--- config.mk ---
export PLATFORM = sky130hd
export DESIGN_NAME = obi_reg_periph_bridge
export DESIGN_NICKNAME = d
export VERILOG_FILES = /design/src/rtl/periph_bridge_pkg.sv /design/src/rtl/periph_bridge_req_fifo.sv /design/src/rtl/obi_reg_periph_bridge.sv
export SDC_FILE = /design/constraint.sdc
export NUM_CORES = 2
export LEC_CHECK = 0
export BUFFER_PORTS_ARGS = -buffer_cell sky130_fd_sc_hd__buf_2
export CORE_AREA = 5 5 607 609
export CTS_CLUSTER_SIZE = 40
export DETAILED_ROUTE_END_ITERATION = 6
export DIE_AREA = 0 0 612 614
export GPL_TIMING_DRIVEN = 0
export PLACE_DENSITY = 0.33
export SETUP_SLACK_MARGIN = 0.3
export SLEW_MARGIN = 20
export SYNTH_ARGS = -nofsm -noshare
export SYNTH_HDL_FRONTEND = slang
export SYNTH_SLANG_ARGS = --single-unit
--- constraint.sdc ---
create_clock -name clk_i -period 6 [get_ports clk_i]
set_input_delay 0.3 -clock clk_i [delete_from_list [all_inputs] [get_ports clk_i]]
set_output_delay 0.3 -clock clk_i [all_outputs]
set_load 0.005 [all_outputs]
--- src/rtl/periph_bridge_pkg.sv ---
// Shared types and default response constants for the OBI-to-register-bus peripheral bridge.
package periph_bridge_pkg;

  localparam logic [31:0] DECERR_RDATA_DEFAULT = 32'hBADC_AB1E;
  localparam logic [31:0] TOERR_RDATA_DEFAULT  = 32'hDEAD_BEEF;

  typedef enum logic [1:0] {
    ERR_NONE    = 2'd0,
    ERR_DECERR  = 2'd1,
    ERR_TIMEOUT = 2'd2,
    ERR_REGERR  = 2'd3
  } err_code_e;

  typedef enum logic [1:0] {
    BS_IDLE  = 2'd0,
    BS_ISSUE = 2'd1,
    BS_RESP  = 2'd2
  } bridge_state_e;

  typedef struct packed {
    logic [31:0] addr;
    logic        we;
    logic [3:0]  be;
    logic [31:0] wdata;
  } req_entry_t;

  typedef struct packed {
    logic        req;
    logic [31:0] addr;
    logic        we;
    logic [3:0]  be;
    logic [31:0] wdata;
  } obi_req_t;

  typedef struct packed {
    logic        gnt;
    logic        rvalid;
    logic [31:0] rdata;
  } obi_resp_t;

  typedef struct packed {
    logic [7:0]  idx;
    logic [31:0] start_addr;
    logic [31:0] end_addr;
  } rule_t;

  typedef struct packed {
    logic        valid;
    logic [31:0] addr;
    logic        write;
    logic [31:0] wdata;
    logic [3:0]  wstrb;
  } reg_req_t;

  typedef struct packed {
    logic        ready;
    logic [31:0] rdata;
    logic        error;
  } reg_rsp_t;

endpackage

--- src/rtl/periph_bridge_req_fifo.sv ---
// Request buffer between OBI acceptance and register-bus issue; registered output, no fall-through.
module periph_bridge_req_fifo
  import periph_bridge_pkg::*;
#(
  parameter int unsigned DEPTH = 2
) (
  input  logic       clk_i,
  input  logic       rst_ni,
  input  logic       push_i,
  input  req_entry_t data_i,
  input  logic       pop_i,
  output req_entry_t data_o,
  output logic       full_o,
  output logic       empty_o
);

  localparam int unsigned CNT_W = $clog2(DEPTH + 1);
  localparam int unsigned PTR_W = (DEPTH > 1) ? $clog2(DEPTH) : 1;

  req_entry_t       mem_q [DEPTH];
  logic [PTR_W-1:0] wr_ptr_q, rd_ptr_q;
  logic [CNT_W-1:0] count_q;
  logic             do_push, do_pop;

  // Pointers wrap explicitly so non-power-of-two depths work.
  function automatic logic [PTR_W-1:0] ptr_inc(input logic [PTR_W-1:0] p);
    return (32'(p) == DEPTH - 1) ? '0 : p + PTR_W'(1);
  endfunction

  assign full_o  = (count_q == CNT_W'(DEPTH));
  assign empty_o = (count_q == '0);
  assign do_push = push_i && !full_o;
  assign do_pop  = pop_i && !empty_o;
  assign data_o  = mem_q[rd_ptr_q];

  always_ff @(posedge clk_i or negedge rst_ni) begin
    if (!rst_ni) begin
      for (int i = 0; i < int'(DEPTH); i++) mem_q[i] <= '0;
      wr_ptr_q <= '0;
      rd_ptr_q <= '0;
      count_q  <= '0;
    end else begin
      if (do_push) begin
        mem_q[wr_ptr_q] <= data_i;
        wr_ptr_q        <= ptr_inc(wr_ptr_q);
      end
      if (do_pop) rd_ptr_q <= ptr_inc(rd_ptr_q);
      count_q <= count_q + CNT_W'(do_push) - CNT_W'(do_pop);
    end
  end

endmodule

--- src/rtl/obi_reg_periph_bridge.sv ---
// OBI slave to N-port register bus with address demux, request FIFO, timeout and sticky error status.
//   state    | meaning
//   ST_IDLE  | pop FIFO head into holding reg, decode; miss goes straight to ST_RESP
//   ST_ISSUE | valid on the decoded port until ready or timeout
//   ST_RESP  | rvalid for one cycle
module obi_reg_periph_bridge
  import periph_bridge_pkg::*;
#(
  parameter int unsigned NUM_PORTS      = 8,
  parameter int unsigned NUM_RULES      = 8,
  parameter int unsigned FIFO_DEPTH     = 2,
  parameter int unsigned TIMEOUT_CYCLES = 1024,
  parameter logic [31:0] DECERR_RDATA   = DECERR_RDATA_DEFAULT,
  parameter logic [31:0] TOERR_RDATA    = TOERR_RDATA_DEFAULT
) (
  input  logic                      clk_i,
  input  logic                      rst_ni,
  input  obi_req_t                  slave_req_i,
  output obi_resp_t                 slave_resp_o,
  input  rule_t    [NUM_RULES-1:0]  addr_map_i,
  output reg_req_t [NUM_PORTS-1:0]  reg_req_o,
  input  reg_rsp_t [NUM_PORTS-1:0]  reg_rsp_i,
  input  logic                      err_clear_i,
  output logic                      err_o,
  output logic [1:0]                err_code_o,
  output logic [31:0]               err_addr_o
);

  localparam logic [1:0] ST_IDLE  = BS_IDLE;
  localparam logic [1:0] ST_ISSUE = BS_ISSUE;
  localparam logic [1:0] ST_RESP  = BS_RESP;
  localparam int unsigned CNT_W = (TIMEOUT_CYCLES > 0) ? $clog2(TIMEOUT_CYCLES + 1) : 1;

  typedef struct packed {
    logic       hit;
    logic [7:0] idx;
  } dec_t;

  // Scanning from the top down lets the lowest-index matching rule win.
  function automatic dec_t decode(input logic [31:0] addr, input rule_t [NUM_RULES-1:0] map);
    dec_t d;
    d = '0;
    for (int i = int'(NUM_RULES) - 1; i >= 0; i--) begin
      if (addr >= map[i].start_addr && addr < map[i].end_addr && 32'(map[i].idx) < NUM_PORTS) begin
        d.hit = 1'b1;
        d.idx = map[i].idx;
      end
    end
    return d;
  endfunction

  logic [1:0]       state_q;
  req_entry_t       hold_q, fifo_head, fifo_in;
  logic [7:0]       port_q;
  logic [CNT_W-1:0] cnt_q;
  logic [31:0]      rdata_q;
  logic             fifo_full, fifo_empty, fifo_push, fifo_pop;
  dec_t             dec;
  logic             sel_ready, sel_error, timeout_hit;
  logic [31:0]      sel_rdata;
  logic             err_set;
  err_code_e        err_new_code, err_code_q;
  logic [31:0]      err_new_addr;

  assign fifo_in   = '{addr: slave_req_i.addr, we: slave_req_i.we, be: slave_req_i.be,
                       wdata: slave_req_i.wdata};
  assign fifo_push = slave_req_i.req && !fifo_full;
  assign fifo_pop  = (state_q == ST_IDLE) && !fifo_empty;
  assign dec       = decode(fifo_head.addr, addr_map_i);

  periph_bridge_req_fifo #(.DEPTH(FIFO_DEPTH)) u_req_fifo (
    .clk_i   (clk_i),
    .rst_ni  (rst_ni),
    .push_i  (fifo_push),
    .data_i  (fifo_in),
    .pop_i   (fifo_pop),
    .data_o  (fifo_head),
    .full_o  (fifo_full),
    .empty_o (fifo_empty)
  );

  always_comb begin
    sel_ready = 1'b0;
    sel_error = 1'b0;
    sel_rdata = '0;
    for (int i = 0; i < int'(NUM_PORTS); i++) begin
      if (int'(port_q) == i) begin
        sel_ready = reg_rsp_i[i].ready;
        sel_error = reg_rsp_i[i].error;
        sel_rdata = reg_rsp_i[i].rdata;
      end
    end
  end

  assign timeout_hit = (TIMEOUT_CYCLES != 0) && (cnt_q == CNT_W'(TIMEOUT_CYCLES - 1));

  always_comb begin
    err_set      = 1'b0;
    err_new_code = ERR_NONE;
    err_new_addr = '0;
    if (fifo_pop && !dec.hit) begin
      err_set      = 1'b1;
      err_new_code = ERR_DECERR;
      err_new_addr = fifo_head.addr;
    end else if (state_q == ST_ISSUE) begin
      if (sel_ready && sel_error) begin
        err_set      = 1'b1;
        err_new_code = ERR_REGERR;
        err_new_addr = hold_q.addr;
      end else if (!sel_ready && timeout_hit) begin
        err_set      = 1'b1;
        err_new_code = ERR_TIMEOUT;
        err_new_addr = hold_q.addr;
      end
    end
  end

  always_ff @(posedge clk_i or negedge rst_ni) begin
    if (!rst_ni) begin
      state_q <= ST_IDLE;
      hold_q  <= '0;
      port_q  <= '0;
      cnt_q   <= '0;
      rdata_q <= '0;
    end else begin
      case (state_q)
        ST_IDLE: begin
          if (fifo_pop) begin
            hold_q <= fifo_head;
            port_q <= dec.idx;
            cnt_q  <= '0;
            if (dec.hit) begin
              state_q <= ST_ISSUE;
            end else begin
              rdata_q <= DECERR_RDATA;
              state_q <= ST_RESP;
            end
          end
        end
        ST_ISSUE: begin
          if (sel_ready) begin
            rdata_q <= hold_q.we ? '0 : sel_rdata;
            state_q <= ST_RESP;
          end else if (timeout_hit) begin
            rdata_q <= TOERR_RDATA;
            state_q <= ST_RESP;
          end else if (cnt_q != '1) begin
            cnt_q <= cnt_q + CNT_W'(1);
          end
        end
        ST_RESP: state_q <= ST_IDLE;
        default: state_q <= ST_IDLE;
      endcase
    end
  end

  // A fresh error is captured even when it coincides with a clear.
  always_ff @(posedge clk_i or negedge rst_ni) begin
    if (!rst_ni) begin
      err_o      <= 1'b0;
      err_code_q <= ERR_NONE;
      err_addr_o <= '0;
    end else if (err_set && (!err_o || err_clear_i)) begin
      err_o      <= 1'b1;
      err_code_q <= err_new_code;
      err_addr_o <= err_new_addr;
    end else if (err_clear_i) begin
      err_o      <= 1'b0;
      err_code_q <= ERR_NONE;
      err_addr_o <= '0;
    end
  end

  assign err_code_o = err_code_q;

  // gnt is gated by reset so every output reads 0 while rst_ni is low.
  always_comb begin
    slave_resp_o        = '0;
    slave_resp_o.gnt    = rst_ni && !fifo_full;
    slave_resp_o.rvalid = (state_q == ST_RESP);
    slave_resp_o.rdata  = (state_q == ST_RESP) ? rdata_q : '0;
  end

  always_comb begin
    reg_req_o = '0;
    for (int i = 0; i < int'(NUM_PORTS); i++) begin
      if (state_q == ST_ISSUE && int'(port_q) == i) begin
        reg_req_o[i] = '{valid: 1'b1, addr: hold_q.addr, write: hold_q.we,
                         wdata: hold_q.wdata, wstrb: hold_q.be};
      end
    end
  end

endmodule

==> summary.txt <==
Outcome
  • Status: finished clean

Setup path
  • Worst reg2reg path startpoint: u_req_fifo.rd_ptr_q
  • CP Depth: 17
  • Bufs and invs on worst path: 5
  • CP peak stage delay: 740 ps
  • Worst path required time: 6460 ps
  • CP arrival: 5800 ps
  • Worst setup SP type: flip-flop
  • Crit path max-delay family: compound AO/OA/AOI/OAI gates
  • Critical Path Slowest Stage Cell: a21oi_1
  • Most common cell on crit path: buf_6
  • Crit Path Max Fanout: 18
  • CP endpoint kind: flip-flop
  • CP cell instances: buf_6 -> clkbuf_4 -> mux2_4 -> ha_1 -> a21oi_1 -> o211ai_1 -> a21oi_1 -> o211ai_1 -> buf_6 -> a41oi_1 -> nor3_4 -> nand2b_1 -> buf_4 -> a21oi_2 -> o2bb2ai_4 -> buf_6 -> a221o_1
  • R2r setup slk: 660 ps
  • Reg2reg end: err_addr_o[21]
  • R2r worst-path depth: 17
  • Critical setup path kind: reg -> reg

Power
  • Leakage power total: 24.9 nW
  • Combinational Power Share: 0.674
  • Power Internal: 9.69 mW
  • Peak VDD IR: 422 uV
  • Switching Fraction: 0.574
  • Pwr/cell area: 468 nW/um^2
  • Psw: 13.0 mW
  • Clock network power share: 0.115
  • Reg power frac: 0.212

CTS
  • TritonCTS Sinks: 299
  • H-tree level count: 2
  • Skew-Pair Late Insertion Delay: 610 ps
  • Clock Path Buffers: 3
  • Clock transition at path regs: 60 ps
  • TritonCTS clock tree: yes
  • Num CTS Buffers: 39
  • Root Buffer: clkbuf_16

STA
  • Worst setup margin: 659 ps
  • Fmax: 0.187 GHz
  • Worst Tran Pin Value: 1340 ps
  • Final hold viol count: 0
  • Worst hold margin: 64.9 ps
  • Tmin final: 5340 ps
  • Final slew viol count: 0
  • Tcrit/Tclk final: 0.890
  • Setup violators final: 0
  • Rel. slew slack: 0.0856
  • Skew final: 30.4 ps
  • RSZ-0062 raised after global routing: no

Worst hold path
  • Worst hold start: addr_map_i[208]
  • HP Class: in -> reg
  • WHS Endpoint: port_q[0]
  • Worst hold path depth: 3

Global route
  • GRT Resource Usage Total: 0.144
  • Number of global-route vias before repair: 36.8k
  • Gr ovfl total: 0
  • Antenna violations before repair: 170
  • First-pass GRT wire length: 361 mm
  • Largest net degree at the start of global routing: 92

Synth
  • Synthesized cell area: 31,500 um^2
  • Largest family of logic cells by synthesized area: simple AND/OR/NAND/NOR gates
  • Mapped Nets: 5,143
  • Post-synthesis xor/xnor area fraction: 0.00334
  • Mux cell area share after synthesis: 0.102
  • Synth Area in Compound Gates: 0.147
  • Simple-Gate Fraction of Synth Area: 0.223
  • Adder-cell share of the synthesized area: 0.202
  • Synthesized instance count: 3,715
  • Synth area leader: dfrtp_1
  • Avg Cell Area, Syn: 8.47 um^2
  • Synth top area share: 0.238
  • Synthesis Warnings: 0
  • Top_reg_cell synth: dfrtp_1
  • Synth cell types: 86
  • Flops & latches, synth: 299
  • EDFF count, synth: 0
  • Dominant cells by area after synthesis: dfrtp_1, ha_1, and2_1, mux2_2, inv_1
  • Sequential share of the synthesized area: 0.238
  • Fraction of registers with async set/reset: 1.00

Die
  • Boundary Pins: 1,550
  • Core area: 362,000 um^2
  • Die height: 614 um
  • Row cnt: 221
  • Die Width: 612 um
  • Initial Util: 0.0870
  • Die area: 376,000 um^2

Layout
  • Synthesis-to-finish area growth: 54.3%
  • Final Util: 0.134
  • Filler instances: 41.9k
  • FF/Latch Area: 7490 um^2
  • Most frequent cells in the layout: buf_2, and2_1, inv_1
  • Finished Layout Cells: 10.3k
  • Area of the multi-input gates: 21,700 um^2
  • Share of cells above drive strength 1: 0.363
  • Commonest non-fill, non-tap cell in the layout: buf_2
  • Layout Nets: 6,851

Drt
  • Uppermost layer routed: met5
  • Post-route DRC: 0
  • Starting DRT DRC Count: 2,556
  • Routed WL per cell: 27.7 um
  • Met2 wire len: 135 mm
  • WL met1: 122 mm
  • DR WL met3: 21.1 mm
  • Detailed Routing Iterations Pass 1: 5
  • Antenna violation net count after detailed routing: 0
  • Drt via density: 3.52
  • Via count: 36.3k
  • Post-Route WL: 286 mm

Placed design
  • PortBufs: 1,549
  • DP Cell Count: 10.1k
  • RD Place Congestion: 0.931
  • Final HPWL DP: 247 mm
  • Setup WS pre-CTS: -1110 ps

Run
  • Max cap viols: 0
cells in the mapped netlist, drive strengths merged (6+ instances only):
cell     number
a2111oi      22
a211o         9
a211oi       27
a21o         44
a21oi       209
a221o        37
a221oi       42
a2bb2oi      13
a31oi        11
and2        627
and3         12
and4         18
buf          34
clkbuf      129
dfrtp       299
ha          507
inv         523
mux2        177
mux2i        41
mux4         36
nand2       247
nand2b       10
nand3        50
nand4        67
nor2        122
nor2b        11
nor3         53
nor3b         8
nor4         12
o2111ai       6
o211ai       18
o21a          8
o21ai       165
o221ai        6
o22a          6
o22ai        31
or4           8
xor2          7
flip-flops by register name (all words and copies together), names as in the netlist, 8 cells and up:
| name | cells |
|---|---|
| port_q | 8 |
| hold_q | 69 |
| u_req_fifo.mem_q | 138 |
| cnt_q | 11 |
| rdata_q | 32 |
| err_addr_o | 32 |
how the worst max path moves through the flow:
| stage | startpoint | endpoint | slack (ps) |
|---|---|---|---|
| after global routing | u_req_fifo.rd_ptr_q | err_addr_o[22] | 340 |
| after floorplan | u_req_fifo.rd_ptr_q | rdata_q[10] | 2020 |
| final | u_req_fifo.rd_ptr_q | err_addr_o[21] | 660 |
| after global placement | u_req_fifo.rd_ptr_q | err_addr_o[29] | -4110 |
| after detailed placement | u_req_fifo.rd_ptr_q | err_addr_o[29] | -1110 |
| after CTS | u_req_fifo.rd_ptr_q | err_addr_o[21] | 310 |
worst register-to-register path, stage by stage (launching register included):
cell and delay (ps):
dfrtp_1 340, buf_6 150, clkbuf_4 320, mux2_4 560, ha_1 460, a21oi_1 160, o211ai_1 100, a21oi_1 740
o211ai_1 310, buf_6 240, a41oi_1 360, nor3_4 150, nand2b_1 200, buf_4 200, a21oi_2 180, o2bb2ai_4 180
buf_6 230, a221o_1 360
repair_timing:
item | CTS | global route
setup buffers | 5 | 1
hold buffers | 74 | 0
setup endpoints to repair | 72 | 41
pin swaps | 2 | 1
endpoints found under the hold margin | 201 | 0
resized for setup | 31 | 2
cloned | 0 | 0
power by group through the flow:
stage / logic, mW / clock network [mW] / registers (mW)
after detailed placement: 15.7 / 0 / 4.89
after global routing: 17.2 / 2.81 / 4.94
final: 15.3 / 2.61 / 4.81
after floorplan: 7.83 / 0 / 3.43
after global placement: 15.0 / 0 / 4.83
after CTS: 16.0 / 2.74 / 4.87
per-layer routing:
layer  global-route usage  vias up
met5                    0        -
met4               0.0294       86
met3               0.0352      335
met2                0.242     1528
met1                0.186    18000
li1                     -    16400
per-stage QoR:
stage                     setup TNS [ps]  instance area (um^2)  total power, mW
after floorplan                        0                 31500             11.3
after global placement          -1072290                 45200             19.8
after detailed placement          -61690                 46000             20.6
after CTS                              0                 48300             23.6
after global routing                   0                 48400             24.9
final                                  0                 48600             22.7
final cells by class:
cell class | count | share of cell area
Buffer | 163 | 0.0147
Sequential cell | 299 | 0.154
Clock inverter | 16 | 0.00585
Inverter | 524 | 0.0406
Clock buffer | 53 | 0.0226
Multi-Input combinational cell | 2729 | 0.447
Tap cell | 4794 | 0.124
Antenna cell | 87 | 0.00448
Timing Repair Buffer | 1667 | 0.187
logic make-up (layout without fill, tap and decap cells):
group           Yosys count  in the layout
xor+xnor                 12             12
mux                     254            254
compound gates          691            691
fa+ha+maj               507            507
buf+inv                 687           2423
simple gates           1265           1265
flops                   299            299
other cells               0             87
No activity file was read; power rests on OpenSTA's default activity.
